===== config.mk =====
export PLATFORM = sky130hd
export DESIGN_NAME = fp32_subtractor_seq
export DESIGN_NICKNAME = d
export VERILOG_FILES = /design/src/rtl/fp32_pkg.sv /design/src/rtl/fp32_sub_lzc.sv /design/src/rtl/fp32_subtractor_seq.sv
export SDC_FILE = /design/constraint.sdc
export NUM_CORES = 1
export LEC_CHECK = 0
export BUFFER_PORTS_ARGS = -buffer_cell sky130_fd_sc_hd__buf_2
export CORE_ASPECT_RATIO = 1.4
export CORE_MARGIN = 2
export CORE_UTILIZATION = 30
export CTS_CLUSTER_SIZE = 28
export DETAILED_ROUTE_END_ITERATION = 7
export HOLD_SLACK_MARGIN = 0.05
export SYNTH_ARGS = -nofsm -noshare
export SYNTH_HDL_FRONTEND = slang
export SYNTH_SLANG_ARGS = --single-unit

===== constraint.sdc =====
create_clock -name clk -period 8.91 [get_ports clk]
set_input_delay 1.782 -clock clk [delete_from_list [all_inputs] [get_ports clk]]
set_output_delay 1.782 -clock clk [all_outputs]
set_load 0.01 [all_outputs]

===== src/rtl/fp32_pkg.sv =====
// fp32_pkg: binary32 field widths, constants, FSM states and pipeline payloads
// shared by the sequential fp32 subtractor.
package fp32_pkg;
    localparam int unsigned DATA_W = 32;
    localparam int unsigned EXP_W  = 8;
    localparam int unsigned MAN_W  = 23;
    localparam int unsigned SIG_W  = MAN_W + 1;
    localparam int unsigned EXT_W  = SIG_W + 3;   // significand plus guard/round/sticky
    localparam int unsigned RND_W  = SIG_W + 1;
    localparam int unsigned NX_W   = EXP_W + 2;   // exponent with overflow headroom
    localparam int unsigned LZC_W  = 5;

    localparam logic [EXP_W-1:0]  EXP_MAX = 8'hFF;
    localparam logic [DATA_W-1:0] QNAN    = 32'h7FC00000;
    localparam logic [DATA_W-1:0] POS_INF = 32'h7F800000;

    typedef enum logic [2:0] {IDLE, ALIGN, ADDSUB, NORM, DONE} state_t;

    typedef struct packed {
        logic              valid;
        logic [DATA_W-1:0] value;
    } special_t;

    typedef struct packed {
        logic [EXT_W-1:0] big_m;
        logic [EXT_W-1:0] sml_m;
        logic [EXP_W-1:0] exp;
        logic             sign;
        logic             sub;
        special_t         special;
    } align_t;

    typedef struct packed {
        logic [EXT_W:0]   sum;
        logic [EXP_W-1:0] exp;
        logic             sign;
        special_t         special;
    } sum_t;

    function automatic logic is_nan(input logic [DATA_W-1:0] x);
        return (x[DATA_W-2:MAN_W] == EXP_MAX) && (x[MAN_W-1:0] != '0);
    endfunction

    function automatic logic is_inf(input logic [DATA_W-1:0] x);
        return (x[DATA_W-2:MAN_W] == EXP_MAX) && (x[MAN_W-1:0] == '0);
    endfunction

    // Subnormals use exponent 1 with a zero hidden bit.
    function automatic logic [EXP_W-1:0] eff_exp(input logic [DATA_W-1:0] x);
        return (x[DATA_W-2:MAN_W] == '0) ? EXP_W'(1) : x[DATA_W-2:MAN_W];
    endfunction

    function automatic logic [EXT_W-1:0] ext_sig(input logic [DATA_W-1:0] x);
        return {(x[DATA_W-2:MAN_W] != '0), x[MAN_W-1:0], 3'b000};
    endfunction
endpackage


===== src/rtl/fp32_sub_lzc.sv =====
// fp32_sub_lzc: combinational leading-zero count over the extended significand.
module fp32_sub_lzc
    import fp32_pkg::*;
(
    input  logic [EXT_W-1:0] vec,
    output logic [LZC_W-1:0] count_c
);
    always_comb begin
        count_c = LZC_W'(EXT_W);
        for (int i = 0; i < int'(EXT_W); i++) begin
            if (vec[i]) count_c = LZC_W'(int'(EXT_W) - 1 - i);
        end
    end
endmodule


===== src/rtl/fp32_subtractor_seq.sv =====
// fp32_subtractor_seq: 4-cycle binary32 subtractor (out = a - b), valid/ready both sides.
// Define FP32_SUB_ROUND_NEAREST_EN for round-to-nearest-even; default truncates.
module fp32_subtractor_seq
    import fp32_pkg::*;
(
    input  logic              clk,
    input  logic              rst,
    input  logic              in_valid,
    output logic              in_ready,
    input  logic [DATA_W-1:0] a,
    input  logic [DATA_W-1:0] b,
    output logic              out_valid,
    input  logic              out_ready,
    output logic [DATA_W-1:0] out_data
);
    state_t state, state_next;
    logic   in_ready_d, out_valid_d;

    logic [DATA_W-1:0] op_a, op_b;
    align_t            align_d, align_q;
    sum_t              sum_d, sum_q;

    logic              a_big;
    logic [DATA_W-1:0] big_op, sml_op;
    logic [EXP_W-1:0]  big_exp, diff;
    logic [EXT_W-1:0]  sml_sig, shifted;
`ifdef FP32_SUB_ROUND_NEAREST_EN
    logic              sticky;
`endif

    logic [LZC_W-1:0]  lz, shamt;
    logic [EXT_W-1:0]  norm_m;
    logic [NX_W-1:0]   norm_exp, fin_exp;
    logic              rnd_inc, res_zero;
    logic [RND_W-1:0]  rnd_sig;
    logic [SIG_W-1:0]  fin_sig;
    logic [EXP_W-1:0]  exp_field;
    logic [DATA_W-1:0] result_c;

    // State register
    always_ff @(posedge clk) begin
        if (rst) state <= IDLE;
        else     state <= state_next;
    end

    // Next state and handshake outputs
    always_comb begin
        state_next = state;
        case (state)
            IDLE:    if (in_valid) state_next = ALIGN;
            ALIGN:   state_next = ADDSUB;
            ADDSUB:  state_next = NORM;
            NORM:    state_next = DONE;
            DONE:    if (out_ready) state_next = IDLE;
            default: state_next = IDLE;
        endcase
        in_ready_d  = (state_next == IDLE);
        out_valid_d = (state_next == DONE);
    end

    always_ff @(posedge clk) begin
        if (rst) begin
            in_ready  <= 1'b1;
            out_valid <= 1'b0;
            out_data  <= '0;
        end else begin
            in_ready  <= in_ready_d;
            out_valid <= out_valid_d;
            if (state == NORM) out_data <= result_c;
        end
    end

    // ALIGN: order by magnitude, resolve specials, shift the smaller significand
    always_comb begin
        a_big   = (op_a[DATA_W-2:0] >= op_b[DATA_W-2:0]);
        big_op  = a_big ? op_a : op_b;
        sml_op  = a_big ? op_b : op_a;
        big_exp = eff_exp(big_op);
        diff    = big_exp - eff_exp(sml_op);
        sml_sig = ext_sig(sml_op);
        shifted = (diff >= EXP_W'(EXT_W)) ? '0 : (sml_sig >> diff);

        align_d       = '0;
        align_d.big_m = ext_sig(big_op);
        align_d.exp   = big_exp;
        align_d.sign  = a_big ? op_a[DATA_W-1] : ~op_b[DATA_W-1];
        align_d.sub   = (op_a[DATA_W-1] == op_b[DATA_W-1]);
`ifdef FP32_SUB_ROUND_NEAREST_EN
        if (diff >= EXP_W'(EXT_W)) sticky = |sml_sig;
        else                       sticky = |(sml_sig & ~({EXT_W{1'b1}} << diff));
        align_d.sml_m = {shifted[EXT_W-1:1], shifted[0] | sticky};
`else
        align_d.sml_m = shifted & {{SIG_W{1'b1}}, {(EXT_W-SIG_W){1'b0}}};
`endif
        if (is_nan(op_a) || is_nan(op_b) ||
            (is_inf(op_a) && is_inf(op_b) && (op_a[DATA_W-1] == op_b[DATA_W-1])))
            align_d.special = '{valid: 1'b1, value: QNAN};
        else if (is_inf(op_a))
            align_d.special = '{valid: 1'b1, value: op_a};
        else if (is_inf(op_b))
            align_d.special = '{valid: 1'b1, value: {~op_b[DATA_W-1], op_b[DATA_W-2:0]}};
    end

    // ADDSUB: magnitude add or big-minus-small, never negative
    always_comb begin
        sum_d.sum     = align_q.sub ? ({1'b0, align_q.big_m} - {1'b0, align_q.sml_m})
                                    : ({1'b0, align_q.big_m} + {1'b0, align_q.sml_m});
        sum_d.exp     = align_q.exp;
        sum_d.sign    = align_q.sign;
        sum_d.special = align_q.special;
    end

    fp32_sub_lzc u_lzc (
        .vec     (sum_q.sum[EXT_W-1:0]),
        .count_c (lz)
    );

    // NORM: normalise (left shift clamped at exponent 1), round, pack
    always_comb begin
        shamt = '0;
        if (sum_q.sum[EXT_W]) begin
            norm_m   = {sum_q.sum[EXT_W:2], sum_q.sum[1] | sum_q.sum[0]};
            norm_exp = NX_W'(sum_q.exp) + NX_W'(1);
        end else begin
            if (EXP_W'(lz) >= sum_q.exp) shamt = LZC_W'(sum_q.exp - EXP_W'(1));
            else                         shamt = lz;
            norm_m   = sum_q.sum[EXT_W-1:0] << shamt;
            norm_exp = NX_W'(sum_q.exp) - NX_W'(shamt);
        end
`ifdef FP32_SUB_ROUND_NEAREST_EN
        rnd_inc = norm_m[2] & (norm_m[1] | norm_m[0] | norm_m[3]);
`else
        rnd_inc = 1'b0;
`endif
        rnd_sig  = {1'b0, norm_m[EXT_W-1:3]} + RND_W'(rnd_inc);
        res_zero = ~|norm_m;
        if (rnd_sig[SIG_W]) begin
            fin_sig = rnd_sig[SIG_W:1];
            fin_exp = norm_exp + NX_W'(1);
        end else begin
            fin_sig = rnd_sig[SIG_W-1:0];
            fin_exp = norm_exp;
        end
        exp_field = fin_sig[MAN_W] ? fin_exp[EXP_W-1:0] : '0;

        if (sum_q.special.valid)           result_c = sum_q.special.value;
        else if (res_zero)                 result_c = '0;
        else if (fin_exp >= NX_W'(EXP_MAX)) result_c = {sum_q.sign, POS_INF[DATA_W-2:0]};
        else                               result_c = {sum_q.sign, exp_field, fin_sig[MAN_W-1:0]};
    end

    // Datapath stage registers; an op dropped by reset is simply never read
    always_ff @(posedge clk) begin
        if (state == IDLE && in_valid) begin
            op_a <= a;
            op_b <= b;
        end
        if (state == ALIGN)  align_q <= align_d;
        if (state == ADDSUB) sum_q   <= sum_d;
    end
endmodule


==> out/results.md, run 1 <==
* 17.9% — global router's overall resource usage
* 198 um — DIE WIDTH
* 2382 — Post-Layout Cell Count
* op_a[27] — worst setup path startpoint
* 0.962 — gp weighted congestion
* 30.4% — initial core utilization
* 0 — count of yosys warnings during synthesis
* sky130_fd_sc_hd__edfxtp_1 — library cell with the largest summed area after synthesis
* 0 — DR DRC count
* 0.06 ns — clock transition at the registers of the reported paths
* 140 MHz — highest clock rate
* 276 um — vertical extent of the die
* 1.63% — global-route met3 utilization
* 0 ns — total negative slack
* 259 — #FFs+latches synth
* reg2reg — classification of the worst-slack hold path
* sky130_fd_sc_hd__edfxtp_1 42%, sky130_fd_sc_hd__ha_1 6.1%, sky130_fd_sc_hd__dfxtp_1 4.7% — largest cells by area after synthesis
* finished clean — outcome
* 3 — clock tree buffer depth
* align_q[51] — endpoint of the worst register-to-register path
* 0 — total of hold buffers inserted after clock tree synthesis
* 5 — iteration count of the initial detailed-routing pass
* sky130_fd_sc_hd__clkbuf_16 — root cell of the clock tree
* met2 — most used routing layer in global routing
* 0 — max-slew violation count
* 102 — Top-Level Pins
* 222 x sky130_fd_sc_hd__edfxtp_1, 138 x sky130_fd_sc_hd__nor2_1, 124 x sky130_fd_sc_hd__nand2_1 — cell types with the highest counts after synthesis
* align_q[51] — Worst Setup EP
* 49.0 mm — detailed-route wire length
* op_a[27] — beginning of the worst register-to-register path
* 13.7% — share of post-route cells with drive strength above 1
* 42.0% — post-synth top area share
* 0 — number of setup violations in the final report
* 0.0159 mm^2 — Synth Cell Area
* 0 — final hold vios
* 13078 — via count of the first global-routing pass
* 12812 — total vias in the final route
* 1 — CTS H-Tree Depth
* 0.0121 ns — Layout Skew
* 99 — row cnt
* flip-flop — kind of end point of the critical path
* 20.6 um — wire per inst
* flip-flop — startpoint types
* 93 — distinct cell type count after synthesis
* 1.11 ns — Worst Tran Pin Value
* 0 — MaxCap Viol Count
* 0.177 mV — maximum vdd ir drop
* 0.0523 mm^2 — area inside the core boundary
* 13.6% — layout-stage area growth over the synthesis result
* 259 — # clock sinks
* 0 — postcts setup bufs
* 46.6% — sequential share of the synthesized area
* 0 — overflow left after global routing
* 0 — number of antenna repair diodes
* 222 — number of synthesized flops with an enable pin
* 78 — maximum number of pins on one net before global-route repair
* 33.9% — M2 GR Usage
* 75.6 mm — first-pass GRT wire length
* 5.38 — Avg Vias per Cell
* 5419 — Filler Cells Inserted
* 18.8% — met1 track demand over resource
* sky130_fd_sc_hd__edfxtp_1 — most numerous cell in the Yosys netlist
* 7.55 ns — data arrival time of the critical path
* 0 — ANT nets after route
* 0.55 ns — clock latency on the worst-skew pair
* sky130_fd_sc_hd__edfxtp_1 — Main synth FF type
* 26 — CTS buffer count
* reg2reg — category of the most critical setup path
* 7.15 ns — crit path time final
* 27 — Worst Reg-to-Reg Cells
* 37.8 mm — DP HPWL
* 0 — PostCTS Resize Cnt
* 9.31 ns — Critical Path RT
* 1.76 ns — Worst R2R Setup Slack
* 6.51 nW — static leakage power
* 948 — First DRT Iteration DRCs
* 28 — worst-path maximum fanout
* 10.2 um^2 — average footprint of a synthesized cell
* 0 — antenna violations before repair
* 1803 — Total Nets Final
* 0% — post-synthesis async set-or-reset flop share
* 101 — total of buffers placed on input and output ports
* no — unrepaired setup endpoints after global routing
* 2334 — instance count after placement with tap cells included
* 26.0% — headroom to the max-slew limit
* 232 mW/mm^2 — PwrDens
* 0.0548 mm^2 — die area
* 1562 — gate count of the mapped netlist
* 80.3% — post-route fraction of the period consumed by the critical path
* yes — clock tree from TritonCTS
## sequential cells by signal, summed over array words and instances (netlist names)
signal     cells
align_q       91
in_ready       1
op_a          32
op_b          32
out_data      32
out_valid      1
state          3
sum_q         67
## metrics by stage
stage | hold slack (ns) | area [um^2] | utilization, % | setup slack, ns | total power [mW]
after floorplan | 0.400 | 16000 | - | 1.13 | 2.67
after global placement | 0.401 | 17200 | 32.9 | 1.99 | 3.14
after detailed placement | 0.405 | 17200 | 32.9 | 1.82 | 3.14
after CTS | 0.420 | 18000 | 34.5 | 1.79 | 4.21
after global routing | 0.425 | 18000 | 34.5 | 1.17 | 4.42
final | 0.418 | 18000 | 34.5 | 1.76 | 4.19
## power by group
part	switching (mW)	internal (mW)	leakage, nW
Combinational	0.975	0.564	3.74
Clock	0.454	0.604	0.400
Sequential	0.113	1.48	2.37
Total	1.54	2.65	6.51
## worst min-delay path by stage
stage / from / to / slack [ns] / depth (start not counted)
3_5_place_dp: align_q[1] / sum_q[1] / 0.40 / 0
5_1_grt: align_q[4] / sum_q[4] / 0.42 / 0
4_1_cts: align_q[1] / sum_q[1] / 0.42 / 0
2_1_floorplan: align_q[0] / sum_q[0] / 0.40 / 0
6_report: align_q[1] / sum_q[1] / 0.42 / 0
3_3_place_gp: align_q[1] / sum_q[1] / 0.40 / 0
## per-layer routing
metal	routed length [um]	share of wire, %	vias up
met1	17700	36	6127
met5	0	0	-
li1	-	-	6131
met4	3110	6.3	0
met3	1890	3.8	137
met2	26300	54	417
## cells by family (layout without fill, tap and decap cells)
group / after synthesis / after routing / share of synthesized area (%)
buffers and inverters: 165 / 257 / 4.18
AOI/OAI and AO/OA: 406 / 406 / 17.3
DFF: 259 / 259 / 46.6
muxes: 56 / 56 / 5.63
xor gates and xnor gates: 62 / 62 / 3.42
and+or+nand+nor: 533 / 533 / 16.3
other: 1 / 22 / 0.0236
adders and majority gates: 80 / 80 / 6.44
## area by class of cell
cell class	count	area [um^2]	area share (%)
inverter	84	318	1.76
clock buffer	38	737	4.09
tap	707	885	4.90
clock inverter	10	82.6	0.458
timing repair buffer	125	686	3.80
sequential	259	7410	41.1
multi-input combinational	1159	7920	43.9
## layout by cell type, fill, tap and decap left out, types with 48 or more instances in the layout
cell type and n:
sky130_fd_sc_hd__edfxtp_1 222, sky130_fd_sc_hd__ha_1 77, sky130_fd_sc_hd__nor2_1 138, sky130_fd_sc_hd__a21oi_1 76
sky130_fd_sc_hd__nor3_1 78, sky130_fd_sc_hd__nand2_1 124, sky130_fd_sc_hd__inv_1 77, sky130_fd_sc_hd__o21ai_0 109
sky130_fd_sc_hd__nand3_1 48, sky130_fd_sc_hd__buf_2 101, sky130_fd_sc_hd__xnor2_1 51
## critical path, stage by stage (launching register included)
cell and delay [ns]:
sky130_fd_sc_hd__edfxtp_1 0.48, sky130_fd_sc_hd__ha_1 0.35, sky130_fd_sc_hd__or3_1 0.37, sky130_fd_sc_hd__o21ai_0 0.08, sky130_fd_sc_hd__a21oi_1 0.07, sky130_fd_sc_hd__a221oi_1 0.41, sky130_fd_sc_hd__o211ai_1 0.18, sky130_fd_sc_hd__buf_4 0.27
sky130_fd_sc_hd__o21ai_0 0.53, sky130_fd_sc_hd__nor4_1 0.11, sky130_fd_sc_hd__and2_1 0.20, sky130_fd_sc_hd__nor2_1 0.16, sky130_fd_sc_hd__ha_1 0.17, sky130_fd_sc_hd__inv_1 0.06, sky130_fd_sc_hd__fa_1 0.43, sky130_fd_sc_hd__a21o_1 0.20
sky130_fd_sc_hd__a211oi_1 0.28, sky130_fd_sc_hd__nor2_1 0.13, sky130_fd_sc_hd__mux2i_1 0.14, sky130_fd_sc_hd__o221a_2 0.25, sky130_fd_sc_hd__o22ai_1 0.60, sky130_fd_sc_hd__buf_4 0.28, sky130_fd_sc_hd__and2_1 0.38, sky130_fd_sc_hd__a22oi_1 0.16
sky130_fd_sc_hd__mux2_2 0.30, sky130_fd_sc_hd__o21ai_0 0.16, sky130_fd_sc_hd__a22oi_1 0.11, sky130_fd_sc_hd__nor2_1 0.12
No activity file was read; power rests on OpenSTA's default activity.
==> run 2, diff against run 1 <==
clock period = 6.5 ns   (was 8.91 ns; I/O delays follow)
==> run 2 against run 1 <==
  * Sequential share of layout area shrank 1.4 points
  * Sequential power grew 36%
  * Critical path depth grew 2
  * Register-to-register slack lost 1.4 ns
  * Sequential cell count is the same
  * Combinational power grew 47%
  * Wire length grew 2.3%
  * Worst hold slack lost 0.0055 ns
  * Non-clock buffer count grew 61
  * Clock power grew 55%
  * Core utilization grew 1.2 points
  * Critical endpoint is now align_q[47]
  * Largest cell class unchanged
==> out/results.md, run 2 (synthesis results as in run 1) <==
* finished clean — outcome
* 1.05 ns — Worst Tran Pin Value, -0.0593 ns
* 0.0187 mm^2 — Non-Filler Cell Area, Final, +3.6%
* 0.56 ns — clock latency on the worst-skew pair, about the same
* 76.1 mm — first-pass GRT wire length, +0.58%
* 939 — First DRT Iteration DRCs, -0.95%
* 0.218 mV — maximum vdd ir drop, +23%
* no — unrepaired setup endpoints after global routing
* 17.4% — share of post-route cells with drive strength above 1, +3.7 points
* 0.44 ns — largest stage delay on the critical path, -0.16 ns
* 0.981 — gp weighted congestion, +2.0%
* 325 mW/mm^2 — PwrDens, +40%
* 6.89 nW — static leakage power, +5.8%
* 6.15 ns — crit path time final, -1.01 ns
* 3 — clock tree buffer depth, unchanged
* 0 — overflow left after global routing, unchanged
* 0 — number of setup violations in the final report, unchanged
* 13040 — total vias in the final route, +1.8%
* yes — clock tree from TritonCTS
* reg2reg — category of the most critical setup path
* 276 um — vertical extent of the die, unchanged
* 102 — Top-Level Pins, unchanged
* 99 — row cnt, unchanged
* flip-flop — startpoint types
* 0 ns — total negative slack, unchanged
* 91 — max reg flops, unchanged
* 94.5% — post-route fraction of the period consumed by the critical path, +14 points
* 5375 — Filler Cells Inserted, -0.81%
* 1866 — Total Nets Final, +3.5%
* 0 — final hold vios, unchanged
* 0 — antenna violations before repair, unchanged
* 222 x sky130_fd_sc_hd__edfxtp_1, 138 x sky130_fd_sc_hd__nor2_1, 124 x sky130_fd_sc_hd__nand2_1, 107 x sky130_fd_sc_hd__o21ai_0, 101 x sky130_fd_sc_hd__buf_2 — commonest cells after routing, fill and taps aside
* 0 — max-slew violation count, unchanged
* 35.7% — final core utilization, +1.2 points
* 18.0% — global router's overall resource usage, +0.15 points
* 71 — maximum number of pins on one net before global-route repair, -9.0%
* 198 um — DIE WIDTH, unchanged
* 35.7% — sequential group share of total power, -2.3 points
* 5 — iteration count of the initial detailed-routing pass, unchanged
* 30.0% — headroom to the max-slew limit, +4.0 points
* 27.1% — fraction of power consumed by the clock network, +1.8 points
* 0.0177 mm^2 — Placed Area, +2.6%
* sky130_fd_sc_hd__edfxtp_1 — most common library cell in the layout ignoring fill and taps
* 0 — MaxCap Viol Count, unchanged
* 0 — DR DRC count, unchanged
* 37.2% — proportion of power drawn by combinational gates, +0.5 points
* 30.4% — initial core utilization, unchanged
* 36.1% — net switching share of the total power, -0.75 points
* 0.413 ns — Fin Hold WS, -0.00551 ns
* 259 — # clock sinks, unchanged
* 28 — worst-path maximum fanout, unchanged
* 163 MHz — highest clock rate, +16%
* 38.8 mm — DP HPWL, +2.5%
* 0.0548 mm^2 — die area, unchanged
* reg2reg — classification of the worst-slack hold path
* 2.19 mW — power spent charging and discharging nets, +42%
* 0 — number of antenna repair diodes, unchanged
* 50.1 mm — detailed-route wire length, +2.3%
* 1 — CTS H-Tree Depth, unchanged
* 101 — total of buffers placed on input and output ports, unchanged
* 6.54 ns — data arrival time of the critical path, -1.01 ns
* sky130_fd_sc_hd__edfxtp_1 — master of the slowest instance on the critical path
* 5.33 — Avg Vias per Cell, -0.92%
* 13044 — via count of the first global-routing pass, -0.26%
* 6.07 mW — overall power consumption, +45%
* align_q — largest reg by FF count
* sky130_fd_sc_hd__clkbuf_16 — root cell of the clock tree
* 17.7% — layout-stage area growth over the synthesis result
* align_q (91), sum_q (67) — Regs by FF count
* 28 — CTS buffer count, +7.7%
* 6.90 ns — Critical Path RT, -2.41 ns
* 0.06 ns — clock transition at the registers of the reported paths, about the same
* 0 — ANT nets after route, unchanged
* 20.5 um — wire per inst, -0.45%
* flip-flop — kind of end point of the critical path
* 3.88 mW — cell-internal power, +47%
* 0.0523 mm^2 — area inside the core boundary, unchanged
* 0.0140 ns — Layout Skew, +0.00185 ns
[run 2: cell types whose count changed in the layout (fill, tap and decap cells not counted), sizes merged]
cell	delta
buf	+61
bufinv	+1
clkbuf	+2
inv	+1
[run 2: path summary, 6_finish.rpt]
path	to	slack [ns]	start	cells after the start
setup / recovery	align_q[47]	0.35	op_a[1]	29
hold / removal	sum_q[28]	0.41	align_q[28]	0
setup reg to reg	align_q[47]	0.35	op_a[1]	29
hold reg to reg	sum_q[28]	0.41	align_q[28]	0
[run 2: through the flow]
step	setup WS (ns)	cells
global placement	0.280	2390
finish	0.354	2447
floorplan	0.346	1583
detailed placement	0.212	2390
CTS	0.205	2442
global route	0.0102	2447
[run 2: repair_timing]
item                                    CTS  global route
hold buffers                              0             0
gates resized for setup                   0             8
endpoints found under the setup margin    0            45
endpoints found under the hold margin     0             0
setup buffers                             0             5
[run 2: per-layer routing]
metal	share of wire, %	vias up	global-route usage (%)
li1	-	6247	-
met1	36	6215	18.8
met2	54	422	34.3
met3	3.6	156	1.66
met4	6.5	0	11.1
met5	0	-	0
[run 2: critical path: cells and delay by family (launching register included)]
family | cells | cell delay (ns)
adder cells (fa/ha/maj) | 3 | 0.94
buffers and inverters | 4 | 0.59
flip-flops | 1 | 0.44
AO/OA/AOI/OAI | 12 | 2.24
multiplexers | 2 | 0.51
AND/OR/NAND/NOR | 8 | 1.24
[run 2: power by group through the flow]
stage          logic [mW]  registers (mW)  clock network (mW)
2_1_floorplan        1.51            2.15                   0
3_3_place_gp         2.20            2.20                   0
3_5_place_dp         2.21            2.20                   0
4_1_cts              2.22            2.17                1.69
5_1_grt              2.44            2.18                1.76
6_report             2.26            2.17                1.64
[run 2: final cells by class]
class / instances / area (um^2) / area share (%)
repair buffers: 186 / 1170 / 6.25
clock inverters: 12 / 134 / 0.716
clock buffers: 40 / 827 / 4.43
inverters: 84 / 322 / 1.72
well taps: 707 / 885 / 4.73
multi-input cells: 1159 / 7940 / 42.5
flip-flops and latches: 259 / 7410 / 39.6
==> run 3, diff against run 2 <==
ABC_AREA = 1   (was default)
CORE_UTILIZATION = 40   (was 30)
==> run 3 against run 2 <==
  * Clock skew grew 0.0038 ns
  * Synthesized cell count rose by 15%
  * Setup slack gained 0.14 ns
  * Final cell count grew 0.29%
  * Largest power group unchanged
==> out/results.md, run 3 <==
* 0 — max-slew violation count, unchanged
* 943 — First DRT Iteration DRCs, +0.43%
* 26 — CTS buffer count, -7.1%
* 0 — DR DRC count, unchanged
* 0.06 ns — clock transition at the registers of the reported paths, about the same
* 0 — Hold Path Stages, unchanged
* sky130_fd_sc_hd__edfxtp_1 43%, sky130_fd_sc_hd__nand2_1 8.8%, sky130_fd_sc_hd__ha_1 6.2% — largest cells by area after synthesis
* 259 — # clock sinks, unchanged
* op_a[1] — beginning of the worst register-to-register path
* 6.34 ns — data arrival time of the critical path, -0.20 ns
* 0.0178 ns — Layout Skew, +0.00381 ns
* 0.199 ns — post-placement worst setup slack, -0.0130 ns
* 0 — ANT nets after route, unchanged
* 2400 — instance count after placement with tap cells included, +0.42%
* sky130_fd_sc_hd__nand2_1 — most numerous cell in the Yosys netlist
* 238 um — vertical extent of the die, -14%
* 1799 — gate count of the mapped netlist, +15%
* sky130_fd_sc_hd__nand2_1 — most common library cell in the layout ignoring fill and taps
* 0.45 ns — largest stage delay on the critical path, about the same
* 12664 — via count of the first global-routing pass, -2.9%
* 171 um — DIE WIDTH, -14%
* 364 x sky130_fd_sc_hd__nand2_1, 222 x sky130_fd_sc_hd__edfxtp_1, 176 x sky130_fd_sc_hd__nand3_1 — cell types with the highest counts after synthesis
* 91 — max reg flops, unchanged
* 2061 — Total Nets Final, +10%
* 13.8% — layout-stage area growth over the synthesis result
* 6.01 ns — crit path time final, -0.137 ns
* 0 — final hold vios, unchanged
* 20 — worst-path maximum fanout, -29%
* 36 — Worst Reg-to-Reg Cells, +24%
* align_q — largest reg by FF count
* sky130_fd_sc_hd__edfxtp_1 — master of the slowest instance on the critical path
* reg2reg — category of the most critical setup path
* 0 — number of setup violations in the final report, unchanged
* flip-flop — kind of end point of the critical path
* 259 — #FFs+latches synth, unchanged
* reg2reg — classification of the worst-slack hold path
* 0.260 mV — maximum vdd ir drop, +19%
* 0.492 ns — post-route setup slack, +0.137 ns
* 0.0384 mm^2 — area inside the core boundary, -27%
* align_q[50] — endpoint of the worst register-to-register path
* 20.3% — global router's overall resource usage, +2.3 points
* 0 — overflow left after global routing, unchanged
* 0.0177 mm^2 — Non-Filler Cell Area, Final, -5.1%
* 340 mW/mm^2 — PwrDens, +4.7%
* 362 x sky130_fd_sc_hd__nand2_1, 222 x sky130_fd_sc_hd__edfxtp_1, 176 x sky130_fd_sc_hd__nand3_1, 150 x sky130_fd_sc_hd__o21ai_0 — commonest cells after routing, fill and taps aside
* 47.5% — sequential share of the synthesized area, +0.89 points
* 0.0167 mm^2 — Placed Area, -5.3%
* 102 — Top-Level Pins, unchanged
* 0 — count of yosys warnings during synthesis, unchanged
* 85 — row cnt, -14%
* 31.1 mm — DP HPWL, -20%
* finished clean — outcome
* 2454 — Post-Layout Cell Count, +0.29%
* sky130_fd_sc_hd__edfxtp_1 — Main synth FF type
* 0 — MaxCap Viol Count, unchanged
* 0.0406 mm^2 — die area, -26%
* align_q (91), sum_q (67) — Regs by FF count
* 0.55 ns — clock latency on the worst-skew pair, about the same
* 222 — number of synthesized flops with an enable pin, unchanged
* 7.57 nW — static leakage power, +9.9%
* 0.0156 mm^2 — Synth Cell Area, -1.9%
* 5 — iteration count of the initial detailed-routing pass, unchanged
* align_q[2] — start point of the worst min-delay path
* 0% — post-synthesis async set-or-reset flop share, unchanged
* 1.13 ns — Worst Tran Pin Value, +0.0773 ns
* sky130_fd_sc_hd__nand2_1 — most frequent cell on the critical path
* 0 — antenna violations before repair, unchanged
* sky130_fd_sc_hd__clkbuf_16 — root cell of the clock tree
* 41.0 mm — detailed-route wire length, -18%
* 0.49 ns — Worst R2R Setup Slack, +0.14 ns
* 8.66 um^2 — average footprint of a synthesized cell, -15%
* 0.905 — gp weighted congestion, -7.8%
* yes — clock tree from TritonCTS
* 65.2 mm — first-pass GRT wire length, -14%
* 40.6% — initial core utilization, +10 points
* 42.8% — post-synth top area share, +0.80 points
* 92.4% — post-route fraction of the period consumed by the critical path, -2.1 points
* 6.03 mW — overall power consumption, -0.65%
* sum_q[2] — capture endpoint of the worst hold path
* 101 — total of buffers placed on input and output ports, unchanged
* 0.414 ns — Fin Hold WS, +0.00104 ns
* 3769 — Filler Cells Inserted, -30%
* 85 — maximum number of pins on one net before global-route repair, +20%
* 16.7 um — wire per inst, -18%
* 3 — clock tree buffer depth, unchanged
* 1 — CTS H-Tree Depth, unchanged
* 5.23 — Avg Vias per Cell, -1.8%
* 60 — distinct cell type count after synthesis, -35%
* 6.83 ns — Critical Path RT, -0.07 ns
* 24.8% — headroom to the max-slew limit, -5.2 points
* 12837 — total vias in the final route, -1.6%
* sky130_fd_sc_hd__edfxtp_1 — library cell with the largest summed area after synthesis
* flip-flop — startpoint types
* 166 MHz — highest clock rate, +2.3%
* 0 — number of antenna repair diodes, unchanged
* 12.9% — share of post-route cells with drive strength above 1, -4.5 points
## run 3: layout make-up
| cell class | count | area (um^2) | area share, % |
|---|---|---|---|
| sequential | 259 | 7410 | 41.8 |
| multi-input combinational | 1324 | 7390 | 41.6 |
| timing repair buffer | 142 | 825 | 4.65 |
| clock buffer | 37 | 744 | 4.20 |
| tap | 522 | 653 | 3.68 |
| inverter | 160 | 604 | 3.41 |
| clock inverter | 10 | 116 | 0.656 |
## run 3: what timing repair did
item,CTS,global route
endpoints found under the hold margin,0,0
gates resized for setup,0,24
hold buffers,0,0
buffers inserted,0,7
setup endpoints to repair,0,33
## run 3: power breakdown
group          switching, mW  internal (mW)
combinational           1.58          0.798
sequential             0.115           2.04
clock                  0.621          0.880
total                   2.31           3.72
## run 3: logic make-up (layout without fill, tap and decap cells)
kind of cell | after synthesis | in the layout | synth area share (%)
compound gates | 376 | 376 | 13.4
xor+xnor | 61 | 61 | 3.43
fa+ha+maj | 80 | 80 | 6.57
buf+inv | 237 | 349 | 6.14
flops | 259 | 259 | 47.5
mux | 10 | 10 | 0.642
other cells | 1 | 22 | 0.0241
simple gates | 775 | 775 | 22.3
## run 3: worst max path at each step
stage               slack, ns     endpoint     start  cells past startpoint
floorplan                0.83  align_q[51]   op_a[6]                     36
global placement         0.19  align_q[50]  op_b[30]                     33
detailed placement       0.20  align_q[50]  op_a[30]                     32
CTS                      0.14  align_q[50]  op_a[30]                     32
global route           -0.002  align_q[48]   op_a[1]                     37
finish                   0.49  align_q[50]   op_a[1]                     36
## run 3: worst max-delay path, delay by kind of cell, from the launching register on
kind | cells | cell delay, ns
AOI/OAI and AO/OA | 16 | 2.46
and+or+nand+nor | 12 | 1.34
adders and majority gates | 3 | 0.84
buffers and inverters | 4 | 0.49
DFF | 1 | 0.45
xor gates and xnor gates | 1 | 0.16
## run 3: stage by stage
stage	setup TNS [ns]	util, %
floorplan	0	-
global placement	0	43.6
detailed placement	0	43.6
CTS	0	45.8
global route	-0.00434	46.2
finish	0	46.2
## run 3: routing by layer
layer	vias up	track usage, %	part of all wire (%)
li1	6463	-	-
met1	5947	22.5	38
met2	324	38.0	53
met3	103	1.88	3.6
met4	0	10.4	5.5
met5	-	0	0
